[src/rtl/alu_seg_pkg.sv]
// -----------------------------------------------------------------------------
// alu_seg_pkg
// Shared definitions for the registered ALU-to-seven-segment block:
//   - opcode encodings OP_ABSDIFF .. OP_XOR
//   - FSM state encodings for the operation handshake
//   - the active-high hex glyph table (bit0=a .. bit6=g, dp not included)
// -----------------------------------------------------------------------------
package alu_seg_pkg;

  // Opcodes, captured together with the operands.
  localparam logic [2:0] OP_ABSDIFF = 3'd0;  // |A-B|
  localparam logic [2:0] OP_ADD     = 3'd1;  // A+B, carry out
  localparam logic [2:0] OP_XNOR    = 3'd2;  // ~(A^B)
  localparam logic [2:0] OP_NAND    = 3'd3;  // ~(A&B)
  localparam logic [2:0] OP_SUB     = 3'd4;  // A-B, borrow out
  localparam logic [2:0] OP_AND     = 3'd5;
  localparam logic [2:0] OP_OR      = 3'd6;
  localparam logic [2:0] OP_XOR     = 3'd7;

  // Handshake FSM states.
  typedef enum logic [1:0] {
    ST_IDLE = 2'd0,  // waiting for an operation
    ST_EXEC = 2'd1,  // operands held, result being registered
    ST_SHOW = 2'd2   // result just latched, res_valid pulse
  } state_t;

  // Hex glyphs 0..F, active-high, bit0=a .. bit6=g.
  // NOTE: this is a constant lookup, not a storage array, so it has no reset.
  localparam logic [6:0] GLYPH_TABLE [0:15] = '{
    7'h3F, 7'h06, 7'h5B, 7'h4F,  // 0 1 2 3
    7'h66, 7'h6D, 7'h7D, 7'h07,  // 4 5 6 7
    7'h7F, 7'h6F, 7'h77, 7'h7C,  // 8 9 A b
    7'h39, 7'h5E, 7'h79, 7'h71   // C d E F
  };

endpackage

[src/rtl/hex2sevensegment.sv]
// -----------------------------------------------------------------------------
// hex2sevensegment
// Combinational nibble to seven-segment decoder.
// Ports:
//   nibble   [3:0]  hex digit to display
//   segments [6:0]  active-high segments, bit0=a .. bit6=g
// -----------------------------------------------------------------------------
module hex2sevensegment
  import alu_seg_pkg::*;
(
  input  logic [3:0] nibble,
  output logic [6:0] segments
);

  assign segments = GLYPH_TABLE[nibble];

endmodule

[src/rtl/alu_seg_scan.sv]
// -----------------------------------------------------------------------------
// alu_seg_scan
// Registered WIDTH-bit ALU with a valid/ready operand handshake, driving a
// time-multiplexed bank of WIDTH/4 hex digits (shared segment bus, one
// active-low anode strobe per digit).
//
// Parameters:
//   WIDTH     operand/result width, multiple of 4, at least 4
//   SCAN_DIV  clk cycles each digit stays lit, at least 1
//
// Ports:
//   clk        system clock, rising edge
//   rst        synchronous active-high reset
//   in_1/in_2  operands A/B
//   sel        opcode, captured with the operands
//   in_valid   operands/opcode valid
//   in_ready   block can accept a new operation
//   res_valid  one-cycle pulse when a new result is latched
//   En         display enable, 0 blanks the display
//   seg        segments, bit0=a .. bit6=g, bit7=dp, active-high
//   an         digit strobes, active-low one-hot, an[0] = least significant
//
// Build option:
//   LEADING_ZERO_BLANK_EN  blank digits above 0 whose nibble and all higher
//                          nibbles are zero (dp on the top digit still shows
//                          the carry).
// -----------------------------------------------------------------------------
module alu_seg_scan
  import alu_seg_pkg::*;
#(
  parameter int WIDTH    = 8,
  parameter int SCAN_DIV = 50000
) (
  input  logic                 clk,
  input  logic                 rst,
  input  logic [WIDTH-1:0]     in_1,
  input  logic [WIDTH-1:0]     in_2,
  input  logic [2:0]           sel,
  input  logic                 in_valid,
  output logic                 in_ready,
  output logic                 res_valid,
  input  logic                 En,
  output logic [7:0]           seg,
  output logic [WIDTH/4-1:0]   an
);

  localparam int NUM_DIGITS = WIDTH / 4;
  localparam int IDX_W      = (NUM_DIGITS > 1) ? $clog2(NUM_DIGITS) : 1;
  localparam int PRE_W      = (SCAN_DIV > 1) ? $clog2(SCAN_DIV) : 1;
  localparam logic [PRE_W-1:0] PRE_LAST = PRE_W'(SCAN_DIV - 1);
  localparam logic [IDX_W-1:0] IDX_LAST = IDX_W'(NUM_DIGITS - 1);

  // ---------------------------------------------------------------------------
  // Operation path
  // ---------------------------------------------------------------------------
  state_t           state;
  logic [WIDTH-1:0] op_a;
  logic [WIDTH-1:0] op_b;
  logic [2:0]       op_sel;
  logic [WIDTH-1:0] result;
  logic             carry;

  logic [WIDTH-1:0] alu_res;
  logic             alu_carry;
  logic [WIDTH:0]   sum_ext;
  logic [WIDTH:0]   diff_ext;

  // One extra bit captures the add carry and the subtract borrow.
  assign sum_ext  = {1'b0, op_a} + {1'b0, op_b};
  assign diff_ext = {1'b0, op_a} - {1'b0, op_b};

  always_comb begin
    // NOTE: defaults first so every path assigns every output; no latches.
    alu_res   = '0;
    alu_carry = 1'b0;
    case (op_sel)
      OP_ABSDIFF: alu_res = diff_ext[WIDTH] ? (op_b - op_a) : diff_ext[WIDTH-1:0];
      OP_ADD: begin
        alu_res   = sum_ext[WIDTH-1:0];
        alu_carry = sum_ext[WIDTH];
      end
      OP_XNOR: alu_res = ~(op_a ^ op_b);
      OP_NAND: alu_res = ~(op_a & op_b);
      OP_SUB: begin
        alu_res   = diff_ext[WIDTH-1:0];
        alu_carry = diff_ext[WIDTH];
      end
      OP_AND:  alu_res = op_a & op_b;
      OP_OR:   alu_res = op_a | op_b;
      OP_XOR:  alu_res = op_a ^ op_b;
      default: alu_res = '0;
    endcase
  end

  // Handshake FSM. in_ready is high in IDLE and SHOW, so an accept can only
  // happen there; anything presented during EXEC is ignored.
  always_ff @(posedge clk) begin
    // NOTE: state registers use non-blocking assignments so every register
    // samples pre-edge values regardless of statement order.
    if (rst) begin
      state     <= ST_IDLE;
      in_ready  <= 1'b1;
      res_valid <= 1'b0;
      op_a      <= '0;
      op_b      <= '0;
      op_sel    <= '0;
      result    <= '0;
      carry     <= 1'b0;
    end else begin
      res_valid <= 1'b0;
      case (state)
        ST_IDLE: begin
          if (in_valid) begin
            op_a     <= in_1;
            op_b     <= in_2;
            op_sel   <= sel;
            in_ready <= 1'b0;
            state    <= ST_EXEC;
          end
        end
        ST_EXEC: begin
          result    <= alu_res;
          carry     <= alu_carry;
          res_valid <= 1'b1;
          in_ready  <= 1'b1;
          state     <= ST_SHOW;
        end
        ST_SHOW: begin
          if (in_valid) begin
            op_a     <= in_1;
            op_b     <= in_2;
            op_sel   <= sel;
            in_ready <= 1'b0;
            state    <= ST_EXEC;
          end else begin
            state <= ST_IDLE;
          end
        end
        default: begin
          in_ready <= 1'b1;
          state    <= ST_IDLE;
        end
      endcase
    end
  end

  // ---------------------------------------------------------------------------
  // Display scan
  // ---------------------------------------------------------------------------
  logic [PRE_W-1:0]      prescale;
  logic [IDX_W-1:0]      digit_idx;
  logic [3:0]            nibble;
  logic [6:0]            glyph;
  logic [6:0]            glyph_shown;
  logic                  dp_next;
  logic [NUM_DIGITS-1:0] an_next;

  assign nibble = result[4*digit_idx +: 4];

  hex2sevensegment u_hex2seg (
    .nibble   (nibble),
    .segments (glyph)
  );

`ifdef LEADING_ZERO_BLANK_EN
  // A digit is a leading zero when it and every nibble above it are zero.
  // Digit 0 always shows its glyph so a zero result still reads "0".
  logic leading_zero;
  assign leading_zero = (digit_idx != '0) && ((result >> (4*digit_idx)) == '0);
  assign glyph_shown  = leading_zero ? 7'h00 : glyph;
`else
  assign glyph_shown = glyph;
`endif

  // The decimal point on the top digit is the carry/borrow indicator.
  assign dp_next = (digit_idx == IDX_LAST) ? carry : 1'b0;

  always_comb begin
    an_next            = '1;
    an_next[digit_idx] = 1'b0;
  end

  // Scanning keeps running while blanked so re-enabling resumes at the
  // current digit; the output register lags the index by one cycle.
  always_ff @(posedge clk) begin
    if (rst) begin
      prescale  <= '0;
      digit_idx <= '0;
      seg       <= 8'h00;
      an        <= '1;
    end else begin
      if (prescale == PRE_LAST) begin
        prescale  <= '0;
        digit_idx <= (digit_idx == IDX_LAST) ? '0 : digit_idx + 1'b1;
      end else begin
        prescale <= prescale + 1'b1;
      end

      if (En) begin
        seg <= {dp_next, glyph_shown};
        an  <= an_next;
      end else begin
        seg <= 8'h00;
        an  <= '1;
      end
    end
  end

endmodule

[config.mk]
export PLATFORM = sky130hd
export DESIGN_NAME = alu_seg_scan
export DESIGN_NICKNAME = d
export VERILOG_FILES = /design/src/rtl/alu_seg_pkg.sv /design/src/rtl/hex2sevensegment.sv /design/src/rtl/alu_seg_scan.sv
export SDC_FILE = /design/constraint.sdc
export NUM_CORES = 1
export LEC_CHECK = 0
export ABC_CLOCK_PERIOD_IN_PS = 2900
export BUFFER_PORTS_ARGS = -buffer_cell sky130_fd_sc_hd__buf_2
export CORE_MARGIN = 5
export CORE_UTILIZATION = 55
export CTS_BUF_LIST = sky130_fd_sc_hd__clkbuf_4
export DETAILED_ROUTE_END_ITERATION = 16
export PLACE_DENSITY = 0.8
export SLEW_MARGIN = 10
export SYNTH_ARGS = -nofsm -noshare
export SYNTH_HDL_FRONTEND = slang
export SYNTH_SLANG_ARGS = --single-unit
[constraint.sdc]
create_clock -name clk -period 2.9 [get_ports clk]
set_input_delay 0 -clock clk [delete_from_list [all_inputs] [get_ports clk]]
set_output_delay 0 -clock clk [all_outputs]
set_load 0.01 [all_outputs]
# Yosys cells after proc, flatten, opt, wreduce, memory -nomap -nowiden
# Memory sizes are Yosys's and may differ from the RTL's. A register that Yosys moved wholly into a read port is not among the register bits.
# Cells that the tools add are included.
[word_totals]
reg_bits = 52
mem_bits_ro = 112
inputBits = 23
out_inout_bits = 12
wordCells = 61
mem_count = 1
[op_classes]
n_addsub = 5
n_lt_le_gt_ge = 2
eq_ne = 11
shifts = 1
muxes = 10
bitwise = 10
n_reduce_logical = 9
[memory_table]
columns = ["name", "depth", "word_bits", "rd", "rd_ports_with_merged_regs", "write_ports", "line_no", "rtl"]
rows = [
  ["(name not given)", 16, 7, 1, 1, 0, "hex2sevensegment.sv:15", "assign segments = GLYPH_TABLE[nibble];"],
]
[ops]
columns = ["op", "count"]
rows = [
  ["$pmux W8 S8", 1],
  ["$add A16 B1 Y16 const B", 1],
  ["$eq A16 B16 Y1 const B", 1],
  ["$not A8 Y8", 2],
  ["$eq A3 B3 Y1 const B", 4],
  ["$add A8 B8 Y9", 1],
  ["$sub A8 B8 Y9", 1],
  ["$and A8 B8 Y8", 1],
  ["$mux W8", 1],
  ["$or A8 B8 Y8", 1],
  ["$reduce_or A2 Y1", 4],
  ["$shiftx A8 B4 Y4", 1],
  ["$sub A8 B8 Y8", 1],
  ["$xor A8 B8 Y8", 1],
  ["$eq A3 B2 Y1 const B", 2],
  ["$pmux W2 S3", 1],
  ["$not A4 Y5", 1],
  ["$mux W1", 4],
  ["$eq A3 B1 Y1 const B", 1],
  ["$logic_not A3 Y1", 1],
  ["$not A1 Y1", 3],
  ["$reduce_or A3 Y1", 1],
  ["$eq A2 B1 Y1 const B", 1],
  ["$eq A2 B2 Y1 const B", 1],
  ["11 further kinds", 11],
]

# Longest topological paths before layout
# Gate-level depths: netlist of run 1.
[depth]
depth_word = 5
mapped_depth = 10
mapped_depth_nobuf = 10

# By module
# A second synthesis of run 1 with hierarchy kept.
[hier_totals]
hier_cells = 523
area_unflattened_um2 = 4200.3
[by_module_without_submodules]
columns = ["module", "instances", "cells_each", "area_each_um2", "seq_area_each_um2"]
rows = [
  ["alu_seg_scan", 1, 490, 3910.0, 1181.1],
  ["hex2sevensegment", 1, 33, 290.3, 0.0],
]

# Worst setup path after synthesis of run 1
# No wires, ideal clock.
[synth_timing]
path_type = "reg2reg"
startpoint = "register op_a[0]"
endpoint = "register result[5]"
setup_ns = 0.120
arrival_ns = 2.218
required_ns = 2.780
setup_slack_ns = 0.563
stages_incl_launch_ff = 11
n_path_buf = 0
period_less_slack_ns = 2.337
path_cell_list = "dfxtp_1 > inv_1 > ha_1 > inv_1 > fa_1 > nor2b_1 > o311a_1 > o32ai_4 > mux2i_1 > nor3_1 > a211o_1"
[synth_via]
elab_chain_cells = 3
elab_cells_between_ends = 5
cone_classes = "add/sub: 3; mux: 2"
[synth_rtl]
columns = ["item", "line_no", "rtl"]
rows = [
  ["from (decl)", "alu_seg_scan.sv:57", "logic [WIDTH-1:0] op_a;"],
  ["from (signal assigned)", "alu_seg_scan.sv:114", "op_a <= in_1;"],
  ["from (signal assigned)", "alu_seg_scan.sv:130", "op_a <= in_1;"],
  ["$sub A8 B8 Y9 or $sub A8 B8 Y8 (tied branches)", "alu_seg_scan.sv:70, alu_seg_scan.sv:77", ""],
  ["$mux W8", "alu_seg_scan.sv:77", "OP_ABSDIFF: alu_res = diff_ext[WIDTH] ? (op_b - op_a) : diff_ext[WIDTH-1:0];"],
  ["$pmux W8 S8 *", "alu_seg_scan.sv:76", "case (op_sel)"],
  ["to (signal assigned)", "alu_seg_scan.sv:122", "result <= alu_res;"],
  ["to (decl)", "alu_seg_scan.sv:60", "logic [WIDTH-1:0] result;"],
]
# Every way passes the cells marked *; elsewhere a longest branch is shown, timed or not.
# A chain may end at the register's enable or synchronous reset.

# Final worst setup path of run 1
[layout_timing]
startpoint = "register op_a[0]"
endpoint = "register result[1]"
# Same word-level chain as after synthesis.

==> results.cfg, run 1 <==
[timing]
whs_ps = 106.6
hold_viol = 0
period_share_pct = 88.81
maxSlewViolCount = 0
max_slew.worst_pin.slew_ps = 749.1
worst_clock_skew_ps = 22.37
fin_crit_ps = 2575
max_slew_margin_pct = 50.06
fin_setup_tns_ps = 0
rsz0062_at_grt = false
finalSetupViolations = 0
fmax_ghz = 0.3883

[logic_synthesis]
synth.distinct_cells = 63
synth-edff-count = 0
ys_ff_latch = 59
syn-cell-area_mm2 = 0.004202
postSynthCellCount = 527
syn-num-nets = 594
yosys_warnings = 0
ys_seq_area_share_pct = 28.11
synthArstFlopShare_pct = 0
synth.avg_cell_area_um2 = 7.973
synth-main-ff-cell = dfxtp_1

[critical_path]
arrival_ps = 2930
ff2ff_setup_slack_ps = 320
crit_type = reg2reg
r2r_cells = 10
rr_endpoint = result[1]$_SDFFE_PP0P_
required_ps = 3250
startpoint_type = flip-flop
crit_path_end_kind = flip-flop
regToRegStartpoint = op_a[0]$_SDFFE_PP0P_
cp_max_fo = 10

[finish]
num-nets-final = 642
most-common-layout-cells = nand2_1 (69), dfxtp_1 (59), nor2_1 (46)
antennaDiodeCount = 0
fillers = 620
layout_commonest_cell = nand2_1
drive_gt1_share_pct = 13.45
syn_to_final_growth_pct = 14.89
fin_area_mm2 = 0.004827
stdcell_count = 679

[power]
cell_internal_pwr_mw = 1.467
power_mw = 2.224
switchingPower_mw = 0.7568
peakVddDrop_mv = 0.3835
switching_share_pct = 34.03
power_density_mw_per_mm2 = 460.7
pwr-share-comb_pct = 27.1
p_clk_share_pct = 32.3
seqPwrFrac_pct = 40.6
power_leakage_nw = 1.982

[grt]
grt_start_max_net_pins = 37
grtUsageTotal_pct = 22.57
overflow = 0
grt_pass1_vias = 3814
grt_pass1_wl_um = 17910
antenna_found_initial = 0

[min_path]
hp-class = in2reg
min_from = rst
min_path_cells = 2
min_to = state[0]$_SDFFE_PP0P_

[route]
first_iter_violations = 327
drc = 0
wirelength_um = 10690
vias = 4028
dr.pass1.iters = 6
ant_nets = 0
vias_per_cell = 5.932
wl_per_cell_um = 15.75

[clock_tree]
insertion_delay_ps = 430
post_cts_buffers = 0
root_buffer = clkbuf_4
numCtsBuffers = 9
ctsHoldBuffers = 21
cts_resized = 0
numClockSinks = 59
path_clk_slew_ps = 120
tritoncts = yes
cts.path.max_buffers = 2
htreeDepth = 3

[floorplan]
die_h_um = 97.40
core_mm2 = 0.007331
die_w_um = 97.40
ios = 35
rows = 31
start_util_pct = 57.31
dieArea_mm2 = 0.009487

[placed_design]
port_buffers = 34
place.gp.congestion = 0.9805
dp_hpwl_um = 7593
placed_area_mm2 = 0.004449
dp_cells = 642

[outcome]
run_status = finished, final reports clean

[run]
maxCapViolCount = 0
[state kept, by name, indices dropped and copies added (netlist names)]
| register | flops |
|---|---|
| an | 2 |
| carry | 1 |
| digit_idx | 1 |
| in_ready | 1 |
| op_a | 8 |
| op_b | 8 |
| op_sel | 3 |
| prescale | 16 |
| res_valid | 1 |
| result | 8 |
| seg | 8 |
| state | 2 |
[cell usage after synthesis (5+ instances only)]
cell type / count / area share (%)
a211oi_1: 8 / 1.4
a21oi_1: 36 / 4.3
a221oi_1: 6 / 1.3
a31oi_1: 5 / 0.74
and3_1: 9 / 1.3
buf_1: 6 / 0.54
buf_2: 13 / 1.5
clkbuf_1: 10 / 0.89
dfxtp_1: 59 / 28
ha_1: 41 / 12
inv_1: 33 / 2.9
mux2i_1: 11 / 2.6
nand2_1: 69 / 6.2
nand2b_1: 13 / 1.9
nand3_1: 14 / 1.7
nand4_1: 6 / 0.89
nor2_1: 46 / 4.1
nor2b_1: 11 / 1.6
nor3_1: 14 / 1.7
nor4_1: 6 / 0.89
o21ai_0: 18 / 2.1
o21bai_1: 5 / 0.89
o31ai_1: 6 / 1.1
xnor2_1: 9 / 1.9
xor2_1: 9 / 1.9
[routing by layer]
layer,GRT usage (%),up-vias,wire length [um],share of wire [%]
met1,29.20,1855,4528,42
met4,8.733,0,261,2.4
met3,5.958,24,967,9.0
met5,0,-,0,0
met2,35.85,202,4934,46
li1,-,1947,-,-
[cell type report]
cell class / count / area [um^2] / share of cell area [%]
multi-input cells: 404 / 2756 / 57.10
flip-flops and latches: 59 / 1181 / 24.47
repair buffers: 67 / 470.5 / 9.746
inverters: 34 / 127.6 / 2.644
well taps: 99 / 123.9 / 2.566
clock inverters: 7 / 100.1 / 2.074
clock buffers: 9 / 67.56 / 1.400
[worst max-delay path: stages, from the launching register on]
cell,delay (ps)
dfxtp_1,370
inv_1,90
ha_1,190
inv_1,60
fa_1,390
nor2b_1,170
o311a_1,430
o22ai_4,310
mux2i_1,250
o221ai_1,130
a21oi_1,130
[metrics by stage]
step / utilization, % / worst slack (ps)
after floorplan: - / 562.7
after global placement: 60.69 / 387.8
after detailed placement: 60.69 / 340.0
after CTS: 65.85 / 330.4
after global routing: 65.85 / 149.4
final: 65.85 / 324.6
[power groups by stage]
stage / Sequential (mW) / Combinational [mW] / Clock [mW]
after floorplan: 0.908 / 0.435 / 0
final: 0.903 / 0.602 / 0.719
after global routing: 0.910 / 0.661 / 0.761
after CTS: 0.903 / 0.587 / 0.726
after detailed placement: 0.921 / 0.563 / 0
after global placement: 0.917 / 0.549 / 0
[cells by family (layout without fill, tap and decap cells)]
| logic type | after synthesis | count (layout) | synth area share (%) |
|---|---|---|---|
| compound gates | 121 | 121 | 20.73 |
| buf+inv | 64 | 117 | 6.283 |
| fa+ha+maj | 44 | 44 | 13.64 |
| mux | 15 | 15 | 3.693 |
| flops | 59 | 59 | 28.11 |
| simple gates | 206 | 206 | 23.79 |
| xor+xnor | 18 | 18 | 3.752 |
[worst max path at each step]
stage	slack [ps]	start	endpoint	cells after the start
3_5_place_dp	340	op_a[0]$_SDFFE_PP0P_	result[6]$_SDFFE_PP0P_	10
6_report	320	op_a[0]$_SDFFE_PP0P_	result[1]$_SDFFE_PP0P_	10
2_1_floorplan	560	op_a[0]$_SDFFE_PP0P_	result[5]$_SDFFE_PP0P_	10
4_1_cts	330	op_a[0]$_SDFFE_PP0P_	result[6]$_SDFFE_PP0P_	10
5_1_grt	150	op_a[0]$_SDFFE_PP0P_	result[6]$_SDFFE_PP0P_	10
3_3_place_gp	390	op_a[0]$_SDFFE_PP0P_	result[6]$_SDFFE_PP0P_	10
(Power assumes the default switching activity.)
==> run 2: changes to the inputs <==
--- a/config.mk
+++ b/config.mk
@@ -5,13 +5,13 @@
 export SDC_FILE = /design/constraint.sdc
 export NUM_CORES = 1
 export LEC_CHECK = 0
-export ABC_CLOCK_PERIOD_IN_PS = 2900
-export BUFFER_PORTS_ARGS = -buffer_cell sky130_fd_sc_hd__buf_2
+export ABC_CLOCK_PERIOD_IN_PS = 3300
 export CORE_MARGIN = 5
 export CORE_UTILIZATION = 55
 export CTS_BUF_LIST = sky130_fd_sc_hd__clkbuf_4
 export DETAILED_ROUTE_END_ITERATION = 16
-export PLACE_DENSITY = 0.8
+export DONT_BUFFER_PORTS = 1
+export PLACE_DENSITY = 0.76
 export SLEW_MARGIN = 10
 export SYNTH_ARGS = -nofsm -noshare
 export SYNTH_HDL_FRONTEND = slang
==> constraint.sdc (replaced) <==
create_clock -name clk -period 3.3 [get_ports clk]
set_input_delay 0 -clock clk [delete_from_list [all_inputs] [get_ports clk]]
set_output_delay 0 -clock clk [all_outputs]
set_load 0.01 [all_outputs]
==> run 2 against run 1 <==
  * Cell area is 2.4% lower
  * Clock power is 13% lower
  * Sequential share of layout area is 0.60 points higher
  * Clock skew is 4.5 ps lower
  * Wire length is 1.7% higher
  * Utilization is 1.6 points lower
  * Critical endpoint is now result[6]$_SDFFE_PP0P_
  * Largest cell class unchanged
==> results.cfg, run 2 (same netlist as run 1, synthesis figures left out) <==
[finish]
largest_reg_flops = 16
stdcell_count = 648
layout_commonest_cell = nand2_1
fin_util_pct = 64.28
fillers = 615
most-common-layout-cells = nand2_1 (69), dfxtp_1 (59), nor2_1 (46)
regMostFlops = prescale
num-nets-final = 611
syn_to_final_growth_pct = 12.15
antennaDiodeCount = 0
fin_area_mm2 = 0.004712
drive_gt1_share_pct = 7.468

[placed_design]
placed_area_mm2 = 0.004242
dp_cells = 603
post-place-ws_ps = 717.2
place.gp.congestion = 0.9401
dp_hpwl_um = 7654
port_buffers = 0

[critical_path]
crit_path_end_kind = flip-flop
crit_type = reg2reg
required_ps = 3650
arrival_ps = 2970
startpoint_type = flip-flop
cp_max_fo = 4

[timing]
hold_viol = 0
max_slew_margin_pct = 44.37
fin_setup_tns_ps = 0
period_share_pct = 79.26
rsz0062_at_grt = false
finalSetupViolations = 0
worst_clock_skew_ps = 17.83
worst_slack_ps = 684.5
fmax_ghz = 0.3823
max_slew.worst_pin.slew_ps = 832.7
maxSlewViolCount = 0
fin_crit_ps = 2615

[floorplan]
start_util_pct = 57.31
dieArea_mm2 = 0.009487
die_h_um = 97.40
rows = 31
ios = 35
core_mm2 = 0.007331
die_w_um = 97.40

[power]
peakVddDrop_mv = 0.3207
cell_internal_pwr_mw = 1.276
p_clk_share_pct = 32.4
switchingPower_mw = 0.6512
switching_share_pct = 33.80
pwr-share-comb_pct = 26.4
seqPwrFrac_pct = 41.2
power_leakage_nw = 1.868
power_density_mw_per_mm2 = 408.9

[clock_tree]
path_clk_slew_ps = 110
numClockSinks = 59
root_buffer = clkbuf_4
insertion_delay_ps = 430
cts.path.max_buffers = 2
numCtsBuffers = 9
cts_resized = 0
tritoncts = yes
htreeDepth = 3

[outcome]
run_status = finished, final reports clean

[route]
vias = 3838
dr.pass1.iters = 5
first_iter_violations = 387
wl_per_cell_um = 16.78
drc = 0
ant_nets = 0
wirelength_um = 10870
vias_per_cell = 5.923

[grt]
grt_pass1_wl_um = 18200
overflow = 0
grtUsageTotal_pct = 23.24
antenna_found_initial = 0
grt_start_max_net_pins = 43
grt_pass1_vias = 3660

[min_path]
hp-class = in2reg

[run]
maxCapViolCount = 0
[run 2: cell types whose count changed in the layout (fill, tap and decap cells not counted)]
| cell | delta |
|---|---|
| buf_12 | +1 |
| buf_2 | -34 |
| buf_4 | -5 |
| dlygate4sd3_1 | +7 |
| nor2b_1 | -1 |
| nor2b_2 | +1 |
[run 2: power groups by stage]
| stage | Clock, mW | Combinational [mW] | Sequential, mW |
|---|---|---|---|
| 2_1_floorplan | 0 | 0.382 | 0.798 |
| 3_3_place_gp | 0 | 0.454 | 0.806 |
| 3_5_place_dp | 0 | 0.462 | 0.810 |
| 4_1_cts | 0.636 | 0.499 | 0.794 |
| 5_1_grt | 0.677 | 0.564 | 0.800 |
| 6_report | 0.624 | 0.509 | 0.794 |
[run 2: worst max-delay path, stage by stage, from the launching register on]
cell and delay, ps:
dfxtp_1 360, inv_1 90, ha_1 160, inv_1 50, fa_1 410, nor2b_1 170, o311a_1 420, o31ai_1 390
mux2i_1 160, xnor2_1 170, o31ai_2 170
[run 2: what timing repair did]
action | in CTS | in global routing
buffers inserted | 0 | 0
hold endpoints to repair | 42 | 0
hold buffers | 29 | 0
endpoints found under the setup margin | 0 | 0
[run 2: path summary, 6_finish.rpt]
check / from / to / slack (ps) / cells after the start
worst max-delay path: op_a[0]$_SDFFE_PP0P_ / result[6]$_SDFFE_PP0P_ / 680 / 10
worst min-delay path: in_valid / op_sel[2]$_SDFFE_PP0P_ / 10 / 3
worst max register to register: op_a[0]$_SDFFE_PP0P_ / result[6]$_SDFFE_PP0P_ / 680 / 10
worst min register to register: prescale[0]$_SDFF_PP0_ / prescale[0]$_SDFF_PP0_ / 500 / 1
[run 2: routing by layer]
metal,track usage [%],wire (um),share of wire [%]
met5,0,0,0
met4,7.987,242,2.2
met3,5.240,667,6.1
met2,37.48,5113,47
met1,30.54,4847,45
[run 2: final cells by class]
class	count	area (um^2)	area share, %
multi-input cells	404	2759	58.55
flip-flops and latches	59	1181	25.07
repair buffers	36	352.8	7.488
inverters	34	127.6	2.708
well taps	99	123.9	2.629
clock inverters	7	100.1	2.124
clock buffers	9	67.56	1.434
[run 2: per-stage QoR]
stage          hold WS [ps]  total power, mW
6_report              10.81            1.927
5_1_grt               32.17            2.041
4_1_cts               20.77            1.928
3_5_place_dp          78.71            1.272
3_3_place_gp          77.31            1.261
2_1_floorplan         100.4            1.180
==> run 3: changes to the inputs <==
--- a/config.mk
+++ b/config.mk
@@ -5,7 +5,7 @@
 export SDC_FILE = /design/constraint.sdc
 export NUM_CORES = 1
 export LEC_CHECK = 0
-export ABC_CLOCK_PERIOD_IN_PS = 3300
+export ABC_CLOCK_PERIOD_IN_PS = 2500
 export CORE_MARGIN = 5
 export CORE_UTILIZATION = 55
 export CTS_BUF_LIST = sky130_fd_sc_hd__clkbuf_4
==> constraint.sdc (replaced) <==
create_clock -name clk -period 2.5 [get_ports clk]
set_input_delay 0 -clock clk [delete_from_list [all_inputs] [get_ports clk]]
set_output_delay 0 -clock clk [all_outputs]
set_load 0.01 [all_outputs]
==> run 3 against run 2 <==
  * Combinational power rose by 41%
  * First-iteration DRC count fell by 22%
  * Clock power rose by 31%
  * Die area did not move
  * Sequential share of layout area fell by 0.62 points
  * Cell area rose by 2.8%
  * Wire length barely moved
  * Global-route usage rose by 0.26 points
  * Utilization rose by 1.8 points
  * Critical path type unchanged
  * Register-to-register slack got worse by 630 ps
  * Cell count rose by 2.0%
==> results.cfg, run 3 (same netlist as run 1, synthesis figures left out) <==
[timing]
rsz0062_at_grt = false
period_share_pct = 97.78
finalSetupViolations = 0
maxSlewViolCount = 0
max_slew_margin_pct = 49.66
hold_viol = 0
fin_crit_ps = 2445
worst_clock_skew_ps = 21.89
worst_slack_ps = 55.42
whs_ps = 44.91
fmax_ghz = 0.4091
fin_setup_tns_ps = 0
max_slew.worst_pin.slew_ps = 753.5

[finish]
drive_gt1_share_pct = 11.74
num-nets-final = 624
fin_area_mm2 = 0.004842
layout_commonest_cell = nand2_1
regMostFlops = prescale
antennaDiodeCount = 0
syn_to_final_growth_pct = 15.25
fin_util_pct = 66.05
largest_reg_flops = 16
stdcell_count = 661
most-common-layout-cells = nand2_1 (69), dfxtp_1 (57), nor2_1 (46)

[route]
wl_per_cell_um = 16.46
wirelength_um = 10880
dr.pass1.iters = 13
routed-wl-met3_um = 705
vias_per_cell = 5.924
vias = 3916
first_iter_violations = 301
routed.top_layer = met4
met1_length_um = 4771
drc = 0
ant_nets = 0
wl_met2_um = 5114

[grt]
overflow = 0
grtUsageTotal_pct = 23.50
grt_start_max_net_pins = 35
grt_pass1_vias = 3777
grt_pass1_wl_um = 18280
antenna_found_initial = 0

[power]
cell_internal_pwr_mw = 1.722
power_leakage_nw = 1.937
pwr-share-comb_pct = 27.8
switchingPower_mw = 0.8641
p_clk_share_pct = 31.6
seqPwrFrac_pct = 40.6
switching_share_pct = 33.41
power_density_mw_per_mm2 = 534.1
power_mw = 2.586
peakVddDrop_mv = 0.3621

[critical_path]
arrival_ps = 2770
cp_max_fo = 4
crit_type = reg2reg
r2r_cells = 10
crit_path_end_kind = flip-flop
startpoint_type = flip-flop
required_ps = 2820

[placed_design]
dp_cells = 619
port_buffers = 0
placed_area_mm2 = 0.004374
place.gp.congestion = 0.9148
post-place-ws_ps = -10.96
dp_hpwl_um = 7766

[clock_tree]
tritoncts = yes
numCtsBuffers = 9
cts.path.max_buffers = 2
insertion_delay_ps = 430
path_clk_slew_ps = 110
root_buffer = clkbuf_4
numClockSinks = 59
htreeDepth = 3

[min_path]
hp-class = in2reg
min_path_cells = 3

[floorplan]
start_util_pct = 57.31
dieArea_mm2 = 0.009487
ios = 35
core_mm2 = 0.007331
die_w_um = 97.40
die_h_um = 97.40
rows = 31

[outcome]
run_status = finished, final reports clean

[run]
maxCapViolCount = 0
-- run 3: cell types whose count changed in the layout (fill, tap and decap cells not counted), moves of 2 or more --
| cell | before | now |
|---|---|---|
| dlygate4sd3_1 | 28 | 23 |
| dfxtp_1 | 59 | 57 |
| dfxtp_2 | 0 | 2 |
| buf_4 | 7 | 24 |
-- run 3: repair_timing --
item	4_1_cts	5_1_grt
pin swaps	0	6
cloned	0	0
resized for setup	1	8
hold buffers	24	0
hold endpoints to repair	42	0
endpoints found under the setup margin	1	6
buffers inserted	0	2
-- run 3: worst paths after layout --
| kind | from | endpoint | slack, ps |
|---|---|---|---|
| setup / recovery | op_a[0]$_SDFFE_PP0P_ | result[5]$_SDFFE_PP0P_ | 60 |
| hold / removal | rst | result[5]$_SDFFE_PP0P_ | 40 |
| setup reg to reg | op_a[0]$_SDFFE_PP0P_ | result[5]$_SDFFE_PP0P_ | 60 |
| hold reg to reg | prescale[0]$_SDFF_PP0_ | prescale[0]$_SDFF_PP0_ | 480 |
-- run 3: area by class of cell --
type | count | area, um^2
clock buffers | 9 | 67.56
clock inverters | 7 | 100.1
fillers | 616 | 2489
inverters | 34 | 127.6
multi-input cells | 404 | 2789
flip-flops and latches | 59 | 1184
well taps | 99 | 123.9
repair buffers | 49 | 450.4
-- run 3: power by group through the flow --
stage | clock network (mW) | logic, mW | registers [mW]
global placement | 0 | 0.622 | 1.07
detailed placement | 0 | 0.638 | 1.07
floorplan | 0 | 0.504 | 1.05
CTS | 0.834 | 0.686 | 1.05
finish | 0.817 | 0.719 | 1.05
global route | 0.882 | 0.789 | 1.06
-- run 3: worst max-delay path, stage by stage (launching register included) --
cell     delay [ps]
dfxtp_2         340
inv_1            80
ha_2            180
inv_1            50
fa_2            380
nor2b_4         150
o311a_4         410
o32ai_4         130
mux2i_1         280
nor3_1           90
a211o_1         270
-- run 3: layer usage --
| metal | vias up | GRT usage, % |
|---|---|---|
| met2 | 145 | 38.11 |
| met4 | 0 | 10.12 |
| li1 | 1901 | - |
| met5 | - | 0 |
| met3 | 34 | 5.240 |
| met1 | 1836 | 29.89 |
